==> src/rtl/mem_sdram_splat_pkg.sv <==
// Shared types and constants for the SDRAM splat engine.
package mem_sdram_pkg;

   typedef enum logic [1:0] {
      IDLE  = 2'd0,
      WRITE = 2'd1,
      DONE  = 2'd2
   } state_e;

   localparam int unsigned CC_W    = 32;
   localparam logic [3:0]  BYTE_EN = 4'hF;

endpackage

==> src/rtl/mem_sdram_splat_if.sv <==
// Avalon-MM write-only master bundle used by the splat engine.
interface mem_sdram_splat_if #(
   parameter int unsigned ADDR_W = 25
);
   logic [ADDR_W-1:0] avm_address;
   logic              avm_write;
   logic [31:0]       avm_writedata;
   logic [3:0]        avm_byteenable;
   logic              avm_waitrequest;

   modport master (
      output avm_address,
      output avm_write,
      output avm_writedata,
      output avm_byteenable,
      input  avm_waitrequest
   );

   modport slave (
      input  avm_address,
      input  avm_write,
      input  avm_writedata,
      input  avm_byteenable,
      output avm_waitrequest
   );
endinterface

==> src/rtl/mem_sdram_splat.sv <==
// Fills a fixed SDRAM region with an index^SEED pattern on a rising splat edge,
// then pulses done and reports the run's cycle count on cc.
module mem_sdram_splat
   import mem_sdram_pkg::*;
#(
   parameter int unsigned ADDR_W = 25,
   parameter int unsigned BASE   = 0,
   parameter int unsigned WORDS  = 1024,
   parameter logic [31:0] SEED   = 32'hA5A5_0000
) (
   input  logic                clk,
   input  logic                rst,
   input  logic                splat,
   mem_sdram_splat_if.master   avm,
   output logic                busy,
   output logic                done,
   output logic [CC_W-1:0]     cc
);

   localparam int unsigned     IDX_W    = (WORDS > 1) ? $clog2(WORDS) : 1;
   localparam logic [IDX_W-1:0] LAST_IDX = IDX_W'(WORDS - 1);

   state_e            state_q, state_d;
   logic              splat_q;
   logic [IDX_W-1:0]  idx_q, idx_d;
   logic [CC_W-1:0]   run_cnt_q, run_cnt_d;
   logic [CC_W-1:0]   cc_q, cc_d;
   logic              write_q, write_d;
   logic [ADDR_W-1:0] addr_q, addr_d;
   logic [31:0]       data_q, data_d;
   logic              busy_q, busy_d;
   logic              done_q, done_d;

   // Address arithmetic stays in ADDR_W bits so regions near the top wrap to 0.
   function automatic logic [ADDR_W-1:0] word_addr(input logic [IDX_W-1:0] i);
      return ADDR_W'(BASE) + ADDR_W'({i, 2'b00});
   endfunction

   function automatic logic [31:0] word_data(input logic [IDX_W-1:0] i);
      return 32'(i) ^ SEED;
   endfunction

   always_ff @(posedge clk) begin
      if (rst) begin
         state_q   <= IDLE;
         splat_q   <= 1'b0;
         idx_q     <= '0;
         run_cnt_q <= '0;
         cc_q      <= '0;
         write_q   <= 1'b0;
         addr_q    <= '0;
         data_q    <= '0;
         busy_q    <= 1'b0;
         done_q    <= 1'b0;
      end else begin
         state_q   <= state_d;
         splat_q   <= splat;
         idx_q     <= idx_d;
         run_cnt_q <= run_cnt_d;
         cc_q      <= cc_d;
         write_q   <= write_d;
         addr_q    <= addr_d;
         data_q    <= data_d;
         busy_q    <= busy_d;
         done_q    <= done_d;
      end
   end

   always_comb begin
      state_d   = state_q;
      idx_d     = idx_q;
      run_cnt_d = run_cnt_q;
      cc_d      = cc_q;
      write_d   = 1'b0;
      addr_d    = addr_q;
      data_d    = data_q;
      done_d    = 1'b0;

      case (state_q)
         IDLE: begin
            // Edges arriving outside IDLE are dropped, never queued.
            if (splat && !splat_q) begin
               state_d   = WRITE;
               idx_d     = '0;
               run_cnt_d = '0;
               write_d   = 1'b1;
               addr_d    = word_addr('0);
               data_d    = word_data('0);
            end
         end
         WRITE: begin
            // Counts stall cycles too; saturates instead of wrapping.
            run_cnt_d = run_cnt_q + CC_W'(run_cnt_q != '1);
            write_d   = 1'b1;
            if (write_q && !avm.avm_waitrequest) begin
               if (idx_q == LAST_IDX) begin
                  state_d = DONE;
                  write_d = 1'b0;
                  cc_d    = run_cnt_d;
                  done_d  = 1'b1;
               end else begin
                  idx_d  = idx_q + IDX_W'(1);
                  addr_d = word_addr(idx_d);
                  data_d = word_data(idx_d);
               end
            end
         end
         DONE: begin
            state_d = IDLE;
         end
         default: begin
            state_d = IDLE;
         end
      endcase

      busy_d = (state_d == WRITE);
   end

   assign avm.avm_address    = addr_q;
   assign avm.avm_write      = write_q;
   assign avm.avm_writedata  = data_q;
   assign avm.avm_byteenable = BYTE_EN;
   assign busy               = busy_q;
   assign done               = done_q;
   assign cc                 = cc_q;

endmodule

==> src/flat_wrapper.sv <==
// flat-port wrapper written by rule: the top's interface ports become plain ports
module mem_sdram_splat_flat import mem_sdram_pkg::*;
#(
   parameter int unsigned ADDR_W = 25,
   parameter int unsigned BASE   = 0,
   parameter int unsigned WORDS  = 1024,
   parameter logic [31:0] SEED   = 32'hA5A5_0000
)
  (clk, rst, splat, busy, done, cc, avm_avm_address, avm_avm_write, avm_avm_writedata, avm_avm_byteenable, avm_avm_waitrequest);
  mem_sdram_splat_if #(.ADDR_W(ADDR_W)) avm_i ();
  input  logic clk;
  input  logic rst;
  input  logic splat;
  output logic busy;
  output logic done;
  output logic [CC_W-1:0] cc;
  output wire logic [$bits(avm_i.avm_address)-1:0] avm_avm_address;
  output wire logic [$bits(avm_i.avm_write)-1:0] avm_avm_write;
  output wire logic [$bits(avm_i.avm_writedata)-1:0] avm_avm_writedata;
  output wire logic [$bits(avm_i.avm_byteenable)-1:0] avm_avm_byteenable;
  input wire logic [$bits(avm_i.avm_waitrequest)-1:0] avm_avm_waitrequest;
  assign avm_avm_address = avm_i.avm_address;
  assign avm_avm_write = avm_i.avm_write;
  assign avm_avm_writedata = avm_i.avm_writedata;
  assign avm_avm_byteenable = avm_i.avm_byteenable;
  assign avm_i.avm_waitrequest = avm_avm_waitrequest;
  mem_sdram_splat #(.ADDR_W(ADDR_W), .BASE(BASE), .WORDS(WORDS), .SEED(SEED)) u_core (.clk(clk), .rst(rst), .splat(splat), .avm(avm_i), .busy(busy), .done(done), .cc(cc));
endmodule
==> config.mk <==
export PLATFORM = sky130hd
export DESIGN_NAME = mem_sdram_splat_flat
export DESIGN_NICKNAME = d
export VERILOG_FILES = /design/src/rtl/mem_sdram_splat_pkg.sv /design/src/rtl/mem_sdram_splat_if.sv /design/src/rtl/mem_sdram_splat.sv /design/src/flat_wrapper.sv
export SDC_FILE = /design/constraint.sdc
export NUM_CORES = 1
export LEC_CHECK = 0
export ABC_AREA = 0
export BUFFER_PORTS_ARGS = -buffer_cell sky130_fd_sc_hd__buf_4
export CORE_MARGIN = 2
export CORE_UTILIZATION = 55
export CTS_CLUSTER_DIAMETER = 30
export DETAILED_ROUTE_END_ITERATION = 10
export PLACE_DENSITY = 0.84
export SETUP_SLACK_MARGIN = 0.1
export SYNTH_ARGS = -nofsm -noshare
export SYNTH_HDL_FRONTEND = slang
export SYNTH_SLANG_ARGS = --single-unit
==> constraint.sdc <==
create_clock -name clk -period 3.8 [get_ports clk]
set_input_delay 0.19 -clock clk [delete_from_list [all_inputs] [get_ports clk]]
set_output_delay 0.19 -clock clk [all_outputs]
set_load 0.005 [all_outputs]
==> results.toml <==
[worst_setup_path]
crit_slowest_cell = "nor3_4"
cp_top_family = "simple AND/OR/NAND/NOR gates"
crit_type = "register to register"
critPathArrivalTime_ns = 3.27
required_ns = 4.07
cp_num_buf_inv = 0
crit_chain = "and4_1 -> and3_1 -> nand4_1 -> ha_1 -> ha_1 -> nand3_1 -> nor3_4 -> nand4_1 -> xor2_1 -> a211oi_2"
slowest_delay_ns = 0.62
worst_setup_path_end_kind = "register"
cp_max_fo = 19
startpoint_type = "register"

[clock_tree]
clock-sinks = 81
clock-root-buffer = "clkbuf_8"
htreeDepth = 3
postCtsHoldBufs = 0
path_clk_slew_ns = 0.07
cts-buffers-inserted = 9
cts-resized-gates = 0
cts_setup_buffers = 0
insertion_delay_ns = 0.35
clk_path_buf_depth = 2
cts_tree = "yes"

[run]
max_cap_viol_count = 0

[detailed_routing]
drcViolationCount = 0
drtIter0Drc = 207
wl_mm = 9.07
routed_via_density = 5.67
drt_first_pass_iters = 5
met3_length_um = 620
detailroute.wirelength.met2_mm = 4.33
drtAntennaViolNets = 0
top_layer = "met4"
wl_met1_mm = 4.01
wl_per_cell_um = 14.1
vias = 3638

[timing]
layout_min_cycle_time_ns = 3.00
min_period_over_period = 0.791
slew_viol_final = 0
fin_setup_tns_ns = 0
worst_pin_slew_ns = 1.17
finClkSkew_ns = 0.00580
setup_viol = 0
hold_ws_ns = 0.0764
fmax_ghz = 0.333
rsz0062_at_grt = "false"
max-slew-margin-rel = 0.217
final-hold-violation-count = 0

[placement]
portBuffers = 66
place_inst = 626
dpl.hpwl_mm = 6.17
place_congestion = 0.893

[layout]
drive_gt1_frac = 0.243
synthToLayoutAreaGrowth_pct = 8.87
fillerInstances = 684
finalNonFillerCells = 642
diodes = 0
fin_nets = 542

[synth]
synth_area_leaders = "dfxtp_1 (36%), buf_4 (8.9%), a211oi_2 (8.4%)"
synth_most_common_cell = "dfxtp_1"
synth_area_per_cell_sq_um = 8.82
syn_inst = 507
synth-seq-cells = 81
synth_cell_types = 51
yosysSeqAreaShare = 0.363
ys_warn_count = 0
synth_common_cells = "dfxtp_1 (81), nor2_1 (60), buf_4 (53)"
syn_area_sq_mm = 0.00447
synth_top_cell_by_area = "dfxtp_1"
yosys_most_used_dff = "dfxtp_1"
ys_async_sr_fraction = 0
synth_edf_count = 0
synth_top_area_frac = 0.363

[floorplanning]
dieHeight_um = 94.2
dieWidth_um = 94.2
die_area_sq_mm = 0.00887
core.rowCount = 32
core_sq_mm = 0.00781
num_io_pins = 100
initial_core_util = 0.573

[pwr]
pwr-share-clk = 0.369
p_comb_frac = 0.066
cellLeakagePower_nw = 1.78
p_int_mw = 1.16
swShare = 0.239
p_per_area_mw_per_mm2 = 312
ir_drop_uv = 145
p_seq_frac = 0.565
switchingPower_mw = 0.364

[global_routing]
track_usage = 0.210
grt_pass1_vias = 3356
antenna_found_initial = 0
grt_max_degree = 33
overflow = 0
grt_pass1_wl_mm = 15.1

[run_status]
outcome = "completed"

[hold_path]
hp-class = "primary input to register"
[through the flow]
stage	util	worst slack [ns]	power (mW)	instance area, sq um
final	0.624	0.795	1.52	4870
after global placement	0.601	0.951	0.976	4700
after global routing	0.624	0.539	1.58	4870
after detailed placement	0.601	0.868	0.979	4700
after floorplan	-	1.19	0.977	4590
after CTS	0.624	0.831	1.54	4870
[final cells by class]
| class | count | area, sq um | share of cell area |
|---|---|---|---|
| multi-input cells | 366 | 2390 | 0.491 |
| clock buffers | 13 | 159 | 0.0326 |
| repair buffers | 71 | 533 | 0.109 |
| flip-flops and latches | 81 | 1620 | 0.333 |
| clock inverters | 3 | 15.0 | 0.00308 |
| inverters | 6 | 22.5 | 0.00462 |
| well taps | 102 | 128 | 0.0262 |
[per-layer routing]
layer	up-vias	global-route usage
li1	1780	-
met1	1711	0.264
met2	135	0.349
met3	12	0.0578
met4	0	0.0652
met5	-	0
[flip-flops by register name, indices dropped and copies added, names as in the netlist]
signal,cells
u_core.run_cnt_q,32
u_core.busy,1
u_core.splat_q,1
u_core.done,1
u_core.avm.avm_write,1
u_core.avm.avm_address,9
u_core.avm.avm_writedata,2
u_core.cc,32
u_core.state_q,2
[layout by cell type, fill, tap and decap left out, drive strengths merged]
master	n
dfxtp	81
buf	71
nor2	60
conb	33
a211oi	31
o21ai	25
nand3	25
a21oi	24
xor2	22
nand4	19
xnor2	15
clkbuf	13
a31oi	12
nand2	11
or3	11
nor4	9
and3	8
nor3	8
o31ai	7
nand2b	6
nand3b	6
inv	6
nor2b	4
mux2i	4
and4	3
a41oi	3
ha	3
clkinv	3
and2	3
o21bai	2
a22oi	2
a21o	2
or2	2
or3b	1
or4b	1
mux2	1
a21bo	1
a22o	1
or4	1
[power groups by stage]
stage	clock network, mW	registers [mW]	logic, mW
after floorplan	0	0.879	0.0981
after global placement	0	0.880	0.0965
after detailed placement	0	0.880	0.0992
after CTS	0.578	0.860	0.0995
after global routing	0.610	0.861	0.111
final	0.561	0.860	0.100
[final timing paths]
| check | start | endpoint | slack [ns] | depth (start not counted) |
|---|---|---|---|---|
| setup / recovery | u_core.run_cnt_q[25] | u_core.cc[26] | 0.80 | 10 |
| hold / removal | splat | u_core.splat_q | 0.08 | 2 |
| setup reg to reg | u_core.run_cnt_q[25] | u_core.cc[26] | 0.80 | 10 |
| hold reg to reg | u_core.cc[0] | u_core.cc[0] | 0.50 | 2 |
[cells by family (layout without fill, tap and decap cells)]
logic type / count (synthesis) / count (layout) / synth area share
AO/OA/AOI/OAI: 110 / 110 / 0.190
XOR/XNOR: 37 / 37 / 0.0724
adder cells (fa/ha/maj): 3 / 3 / 0.00839
buffers and inverters: 91 / 93 / 0.129
flip-flops: 81 / 81 / 0.363
multiplexers: 5 / 5 / 0.0115
other: 2 / 33 / 0.00168
AND/OR/NAND/NOR: 178 / 178 / 0.225
No activity file was read; power rests on OpenSTA's default activity.
